===== src/rtl/branch_predictor_btb.sv =====
// Direct-mapped branch target buffer with 2-bit saturating counters: predicts at fetch, trains from EX.
// Optional macro BPU_STATS_EN adds resolved/mispredict statistics counters.
module branch_predictor_btb #(
    parameter int unsigned XLEN     = 32,
    parameter int unsigned ENTRIES  = 16,
    parameter logic [1:0]  CTR_INIT = 2'b01
) (
    input  logic            i_clk,
    input  logic            i_rst,
    input  logic            i_fetchValid,
    input  logic [XLEN-1:0] i_fetchPC,
    output logic            o_predTaken,
    output logic [XLEN-1:0] o_predPC,
    input  logic            i_resValid,
    input  logic [XLEN-1:0] i_resPC,
    input  logic            i_resIsBranch,
    input  logic            i_resIsJump,
    input  logic            i_resTaken,
    input  logic [XLEN-1:0] i_resTarget,
    input  logic            i_resPredTaken,
    input  logic [XLEN-1:0] i_resPredPC,
    output logic            o_mispredict,
    output logic [XLEN-1:0] o_redirectPC
`ifdef BPU_STATS_EN
    ,
    output logic [31:0]     o_statResolved,
    output logic [31:0]     o_statMispredicts
`endif
);

    localparam int unsigned IDXW = $clog2(ENTRIES);
    localparam int unsigned TAGW = XLEN - IDXW - 2;

    logic [ENTRIES-1:0] valid_q,   valid_d;
    logic [ENTRIES-1:0] is_jump_q, is_jump_d;
    logic [TAGW-1:0]    tag_q    [ENTRIES];
    logic [TAGW-1:0]    tag_d    [ENTRIES];
    logic [XLEN-1:0]    target_q [ENTRIES];
    logic [XLEN-1:0]    target_d [ENTRIES];
    logic [1:0]         ctr_q    [ENTRIES];
    logic [1:0]         ctr_d    [ENTRIES];

    logic               mispredict_q, mispredict_d;
    logic [XLEN-1:0]    redirect_q,   redirect_d;

    logic [IDXW-1:0]    fetch_idx;
    logic [TAGW-1:0]    fetch_tag;
    logic               fetch_hit;
    logic [IDXW-1:0]    res_idx;
    logic [TAGW-1:0]    res_tag;
    logic               res_hit;
    logic               res_cti;
    logic               eff_taken;
    logic [XLEN-1:0]    actual_next;
    logic               res_mispredict;

    assign fetch_idx = i_fetchPC[IDXW+1:2];
    assign fetch_tag = i_fetchPC[XLEN-1:IDXW+2];
    assign res_idx   = i_resPC[IDXW+1:2];
    assign res_tag   = i_resPC[XLEN-1:IDXW+2];

    // Fetch-side lookup reads only registered table contents
    always_comb begin
        fetch_hit   = i_fetchValid & valid_q[fetch_idx] & (tag_q[fetch_idx] == fetch_tag);
        o_predTaken = fetch_hit & (is_jump_q[fetch_idx] | ctr_q[fetch_idx][1]);
        o_predPC    = o_predTaken ? target_q[fetch_idx] : i_fetchPC + XLEN'(4);
    end

    // Resolution: compare the carried prediction with the real next PC
    always_comb begin
        res_hit        = valid_q[res_idx] & (tag_q[res_idx] == res_tag);
        res_cti        = i_resIsBranch | i_resIsJump;
        eff_taken      = res_cti & i_resTaken;
        actual_next    = eff_taken ? i_resTarget : i_resPC + XLEN'(4);
        res_mispredict = (i_resPredTaken != eff_taken)
                       | (i_resPredTaken & (i_resPredPC != actual_next));
        mispredict_d   = i_resValid & res_mispredict;
        redirect_d     = (i_resValid & res_mispredict) ? actual_next : redirect_q;
    end

    // Table training
    always_comb begin
        valid_d   = valid_q;
        is_jump_d = is_jump_q;
        tag_d     = tag_q;
        target_d  = target_q;
        ctr_d     = ctr_q;
        if (i_resValid) begin
            if (i_resIsJump) begin
                valid_d[res_idx]   = 1'b1;
                is_jump_d[res_idx] = 1'b1;
                tag_d[res_idx]     = res_tag;
                target_d[res_idx]  = i_resTarget;
                ctr_d[res_idx]     = 2'b11;
            end else if (i_resIsBranch) begin
                if (res_hit) begin
                    if (i_resTaken) begin
                        ctr_d[res_idx]    = (ctr_q[res_idx] == 2'b11) ? 2'b11 : ctr_q[res_idx] + 2'd1;
                        target_d[res_idx] = i_resTarget;
                    end else begin
                        ctr_d[res_idx]    = (ctr_q[res_idx] == 2'b00) ? 2'b00 : ctr_q[res_idx] - 2'd1;
                    end
                end else if (i_resTaken) begin
                    valid_d[res_idx]   = 1'b1;
                    is_jump_d[res_idx] = 1'b0;
                    tag_d[res_idx]     = res_tag;
                    target_d[res_idx]  = i_resTarget;
                    ctr_d[res_idx]     = 2'b10;
                end
            end else if (res_hit) begin
                // A non-control instruction matched: the entry belongs to a stale alias
                valid_d[res_idx] = 1'b0;
            end
        end
    end

    always_ff @(posedge i_clk) begin
        if (i_rst) begin
            valid_q      <= '0;
            is_jump_q    <= '0;
            mispredict_q <= 1'b0;
            redirect_q   <= '0;
            for (int unsigned i = 0; i < ENTRIES; i++) begin
                tag_q[i]    <= '0;
                target_q[i] <= '0;
                ctr_q[i]    <= CTR_INIT;
            end
        end else begin
            valid_q      <= valid_d;
            is_jump_q    <= is_jump_d;
            tag_q        <= tag_d;
            target_q     <= target_d;
            ctr_q        <= ctr_d;
            mispredict_q <= mispredict_d;
            redirect_q   <= redirect_d;
        end
    end

    assign o_mispredict = mispredict_q;
    assign o_redirectPC = redirect_q;

`ifdef BPU_STATS_EN
    logic [31:0] stat_resolved_q, stat_resolved_d;
    logic [31:0] stat_mispredicts_q, stat_mispredicts_d;

    // Mispredict count advances with the edge that raises the pulse
    always_comb begin
        stat_resolved_d    = stat_resolved_q;
        stat_mispredicts_d = stat_mispredicts_q;
        if (i_resValid & res_cti) begin
            stat_resolved_d = stat_resolved_q + 32'd1;
        end
        if (mispredict_d) begin
            stat_mispredicts_d = stat_mispredicts_q + 32'd1;
        end
    end

    always_ff @(posedge i_clk) begin
        if (i_rst) begin
            stat_resolved_q    <= '0;
            stat_mispredicts_q <= '0;
        end else begin
            stat_resolved_q    <= stat_resolved_d;
            stat_mispredicts_q <= stat_mispredicts_d;
        end
    end

    assign o_statResolved    = stat_resolved_q;
    assign o_statMispredicts = stat_mispredicts_q;
`endif

endmodule


===== config.mk =====
export PLATFORM = sky130hd
export DESIGN_NAME = branch_predictor_btb
export DESIGN_NICKNAME = d
export VERILOG_FILES = /design/src/rtl/branch_predictor_btb.sv
export SDC_FILE = /design/constraint.sdc
export NUM_CORES = 2
export LEC_CHECK = 0
export CAP_MARGIN = 20
export CORE_UTILIZATION = 48
export DETAILED_ROUTE_END_ITERATION = 10
export GPL_TIMING_DRIVEN = 0
export PLACE_DENSITY = 0.74
export SLEW_MARGIN = 5
export SYNTH_ARGS = -nofsm -noshare
export SYNTH_HDL_FRONTEND = slang
export SYNTH_SLANG_ARGS = --single-unit

===== constraint.sdc =====
create_clock -name i_clk -period 16.15 [get_ports i_clk]
set_input_delay 3.23 -clock i_clk [delete_from_list [all_inputs] [get_ports i_clk]]
set_output_delay 3.23 -clock i_clk [all_outputs]
set_load 0.005 [all_outputs]

Word level (Yosys, flattened, before mapping)
Index checks and enable logic that the tools add are counted.

Register bits: 1025. Latch bits: 0. Memory bits (writable): 0. ROM bits: 0. Output and inout port bits: 66. Logic and storage cells: 159. Memories: 0.

Add/sub/neg operators: 4. Multipliers: 0. Divide/modulo/power cells: 0. Magnitude comparators: 6. Eq/ne operators: 7. Shift operators: 0. Mux-type cells: 58. Bitwise gates (word level): 21. Reduce and logical (&&, ||, !) cells: 11.

Operators by type and width (number): $mux 416 (4); $mux 512 (3); $bwmux 512 (1); $bwmux 416 (1); $mux 32 (10); $bmux 26 s4 (2); $mux 16 (9); $mux 26 (5); $bmux 32 s4 (1); $demux 32 s4 (1); $demux 26 s4 (1); $add 32x3->32 const B (2); $bwmux 32 (2); $eq 26x26->1 (2); $and 16x16->16 (3); $or 16x16->16 (3); $ne 32x32->1 (1); $not 16->16 (2); $or 32x32->32 (1); $bmux 2 s4 (2); $mux 2 (7); $bmux 1 s4 (3); $ge 5x5->1 const B (2); $lt 4x5->1 const B (2); 20 further kinds (37).

Longest topological paths before layout
Depth in word-level cells: 11. Mapped depth: 18.

Least setup slack after synthesis
Ideal clock, no wire load.

Kind: input -> output. Start: input i_fetchPC[2]. End: output o_predPC[0]. Arrival time: 6.407 ns. Slack: 6.513 ns. Stages: 8. Path buffers: 5. Cells stage by stage: clkbuf_1 -> buf_1 -> clkbuf_1 -> clkbuf_1 -> buf_1 -> mux4_2 -> mux4_2 -> mux2_2.

Cells in the longest elaborated chain, start to end: 8. Elaborated cells on any way between the ends: 20. Those cells by class: eq/ne (1); mux (14); bitwise (5).

RTL lines: from (decl) (RTL line 11) `input logic [XLEN-1:0] i_fetchPC,`; $not 4->5 (not written as such) (RTL line 64, 65, 66); $bmux 26 s4 (RTL line 64) `fetch_hit = i_fetchValid & valid_q[fetch_idx] & (tag_q[fetch_idx] == fetch_tag);`; $mux 26 (not written as such) (2 in a row) (RTL line 64); $eq 26x26->1 (RTL line 64); $and 1x1->1 (RTL line 64); $and 1x1->1 (RTL line 65) `o_predTaken = fetch_hit & (is_jump_q[fetch_idx] | ctr_q[fetch_idx][1]);`; $mux 32 * (RTL line 66) `o_predPC = o_predTaken ? target_q[fetch_idx] : i_fetchPC + XLEN'(4);`; to (decl) (RTL line 13) `output logic [XLEN-1:0] o_predPC,`.

Every way passes the cells marked *; elsewhere a longest branch is shown, timed or not. The select of a mux whose other input is x is not followed.

Worst setup path in the final report
Start: input i_fetchPC[3]. End: output o_predPC[25].

The elaborated chain is that of the path after synthesis.

==> results.txt <==
The flow ran to the end, and the final reports show no timing, DRC or antenna violations. The clock edge transition at the registers on the reported setup and hold paths came out at 60 ps. TritonCTS built the clock tree. The synthesized design contains 1025 register bits. Transition time at the pin with the least slew margin: 1300 ps.

Summing all multi-input logic gate instances after layout gives 27900 um^2. Setup violations remaining at the end of the flow were counted as 0. The mapped netlist covers 50900 um^2. The leading cell type in the layout, fill and taps excluded was nand2_1. In the final layout, the share of cells above drive strength 1 is 12.8%.

The logs give 43.8% for the sequential fraction of design power and 0 for the global-route congestion overflow total. The worst clock skew on the final layout was 25.7 ps; the fraction of the core area covered by cells at the end of the flow was 55.4%. The total power density per cell area is 101 nW/um^2. Counting I/O delays and the setup requirement, the final critical path takes 14040 ps. The tools report the last weighted congestion value of the routability-driven placer as 1.07. The number of placed instances, taps included came out at 6952. Setup repair after global routing left no endpoint under its margin. Combinational cells account for 10.9% of the total power. DRC marker count from the first detailed-route iteration: 8384. The logs give 1025 for the number of clock sinks and 4270 uW for the total internal power.

The top-level I/O count came out at 202. STA classifies the critical path endpoint as an output port. The floorplan step defined a core boundary enclosing 105000 um^2. The critical path in this run is classified as in -> out. The tools report the maximum buffer depth of the clock tree as 3. The floorplan step set the die height to 328 um. Detailed routing inserted a total of 47100 vias.

The logs give 5817 for the number of nets in the layout and 0 for the final-report max-slew violation count. The run gives 45.3% as the part of the total power dissipated in the clock network. For this configuration, the core starts out at a cell density of 48.4%.

Leakage power total: 0.0193 uW. Entering global routing, the biggest net connects 17 pins. TritonCTS created 106 clock buffers.

The H-tree was split into 3 levels. The logs give 313000 um for the first-pass GRT wire length and 20500 um^2 for the sequential cell area in the final layout. For the post-synth net total, the log shows 5526.

Global routing used 40.7% of the available tracks. Across the run, the number of max-cap violations was 0. The area growth from synthesis to layout is 14.6%. The count of cell types in the netlist came out at 74. The run gives 0 as the post-CTS setup buffer count. During synthesis, Yosys emitted a total of 0 warnings. The category of the worst setup path launch point is a primary input. The count of endpoints failing hold in the final timing report was 0; the switching share of power was 27.3%. Clock tree synthesis selected as its root buffer the cell clkbuf_16. Data on the critical path arrives at its endpoint at 10810 ps. The worst pin sits at a relative slew slack of 13.6%. For this run, design rule violations remaining after detail routing come to 0. For the number of instances resized during post-cts repair, the log shows 0. In this run the cell area measured after placement is 54500 um^2. The run gives 224000 um as the final routed wirelength across all metal layers. The library cells used most frequently in the layout, excluding fill and tap cells, are 1127 x nand2_1, 1025 x dfxtp_1, 560 x a21oi_1, 543 x mux2i_1, 509 x nor2_1.

In the final routed layout, each cell accounts on average for 31.3 um. Switching power: 1610 uW. The cell count after synthesis came out at 5385. The post-detailed-route count of antenna-violating nets was 0; the total negative setup slack was 0 ps.

The proportion of synthesized flip-flops having asynchronous set or reset was 0%; the required time of the critical path was 12920 ps. Across the VDD grid, the largest voltage drop is 0.0000868 V. The filler cells instantiated in the layout total 9204.

Timing would allow up to 71.2 MHz. The synthesized design contains 0 enable-type register cells. The length of the first detailed-routing pass in iterations came out at 9.

Row count: 119. Most used flip-flop cell after synthesis: dfxtp_1. The initial antenna violation count was 16; the worst-skew pair later-pin latency was 760 ps. The wire-length estimate of the detail-placed layout is 165000 um. Type of the most critical hold path: reg -> reg.

Summing the sequential cell areas from Yosys gives 40.3% of the chip area. The tools report the area of the die as 107000 um^2. The total non-filler cell area in the finished layout was 58400 um^2; the fraction of the cycle the final worst path needs was 86.9%.

The count of non-filler cells in the finished layout was 7165. Along the worst path, the maximum fanout reaches 10. The tightest hold path in the finished design has a slack of 453 ps. The die is 328 um wide. Number of buffers added to fix hold violations after cts: 0. Each instance of the synthesized netlist takes up on average 9.46 um^2.

The via-per-instance ratio is 6.58, and the number of port buffers is 157. The via count of the first global-routing pass came out at 43200.
-- final timing paths --
check | startpoint | endpoint | slack (ps) | cells past startpoint
setup / recovery | i_fetchPC[3] | o_predPC[25] | 2110 | 14
hold / removal | target_q[188]$_SDFFE_PP0P_ | target_q[188]$_SDFFE_PP0P_ | 450 | 2
setup reg to reg | tag_q[123]$_SDFFE_PP0P_ | register | 11310 | 11
hold reg to reg | target_q[188]$_SDFFE_PP0P_ | target_q[188]$_SDFFE_PP0P_ | 450 | 2
-- registers in the layout, indices dropped and copies added, names as in the netlist, named ones only --
register,flops
target_q,512
tag_q,416
ctr_q,32
o_redirectPC,32
o_mispredict,1
-- final cells by class --
type / instances / share of cell area, %
Tap cell: 1391 / 2.98
Timing Repair Buffer: 183 / 3.26
Clock inverter: 38 / 0.960
Sequential cell: 1025 / 35.2
Clock buffer: 161 / 5.48
Antenna cell: 7 / 0.0300
Buffer: 547 / 4.06
Multi-Input combinational cell: 3762 / 47.7
Inverter: 51 / 0.328
-- metal layers --
metal  up-vias  wire [um]  share of wire (%)  track usage (%)
li1      19300          -                  -                -
met5         -         98              0.044                0
met1     22900      82700                 37             53.6
met4        16      13600                6.1             21.6
met3       795      40000                 18             19.7
met2      4030      87700                 39             54.3
-- cells in the mapped netlist (7+ instances only) --
cell type	number	area share (%)
a211oi_1	11	0.16
a21boi_1	7	0.10
a21oi_1	560	5.5
a221oi_1	15	0.26
a22o_1	7	0.12
a22oi_1	24	0.35
a31oi_1	21	0.26
and2_1	19	0.23
and3_1	27	0.33
buf_1	51	0.38
buf_2	20	0.20
buf_4	42	0.62
buf_6	14	0.31
clkbuf_1	419	3.1
dfxtp_1	1025	40
inv_1	49	0.36
mux2_2	34	0.75
mux2i_1	543	11
mux4_2	390	17
nand2_1	1127	8.3
nand2b_1	22	0.27
nand3_1	48	0.47
nand4_1	28	0.34
nor2_1	509	3.8
nor2_4	10	0.22
nor2b_1	13	0.16
nor3_1	24	0.24
nor4_1	14	0.17
o2111ai_1	11	0.19
o211ai_1	12	0.18
o21ai_0	53	0.52
or3_1	9	0.11
xnor2_1	86	1.5
xor2_1	44	0.76
-- power by group through the flow --
stage,logic [uW],registers [uW],clock network (uW)
final,639,2580,2660
after global routing,638,2580,2740
after CTS,596,2580,2630
after detailed placement,593,2630,0
after global placement,584,2630,0
after floorplan,313,2630,0
-- logic make-up after synthesis --
kind of cell,count (synthesis),share of synthesized area (%)
fa+ha+maj,7,0.162
buf+inv,598,4.99
flops,1025,40.3
compound gates,786,8.71
xor+xnor,130,2.24
mux,967,28.7
simple gates,1872,14.9
-- stage by stage --
stage | worst slack (ps) | power, uW
6_report | 2110 | 5880
5_1_grt | 2490 | 5960
3_5_place_dp | 2630 | 3220
4_1_cts | 2620 | 5810
3_3_place_gp | 2150 | 3210
2_1_floorplan | 6510 | 2940
-- critical path: stages --
cell	delay, ps
clkdlybuf4s50_1	610
clkbuf_1	280
clkbuf_1	500
buf_8	250
clkbuf_1	490
mux4_2	440
mux4_2	540
xnor2_1	690
nand2_1	140
nor3_1	860
nand4_1	1140
clkbuf_1	650
mux2_2	400
clkdlybuf4s50_1	520
(Power assumes the default switching activity.)
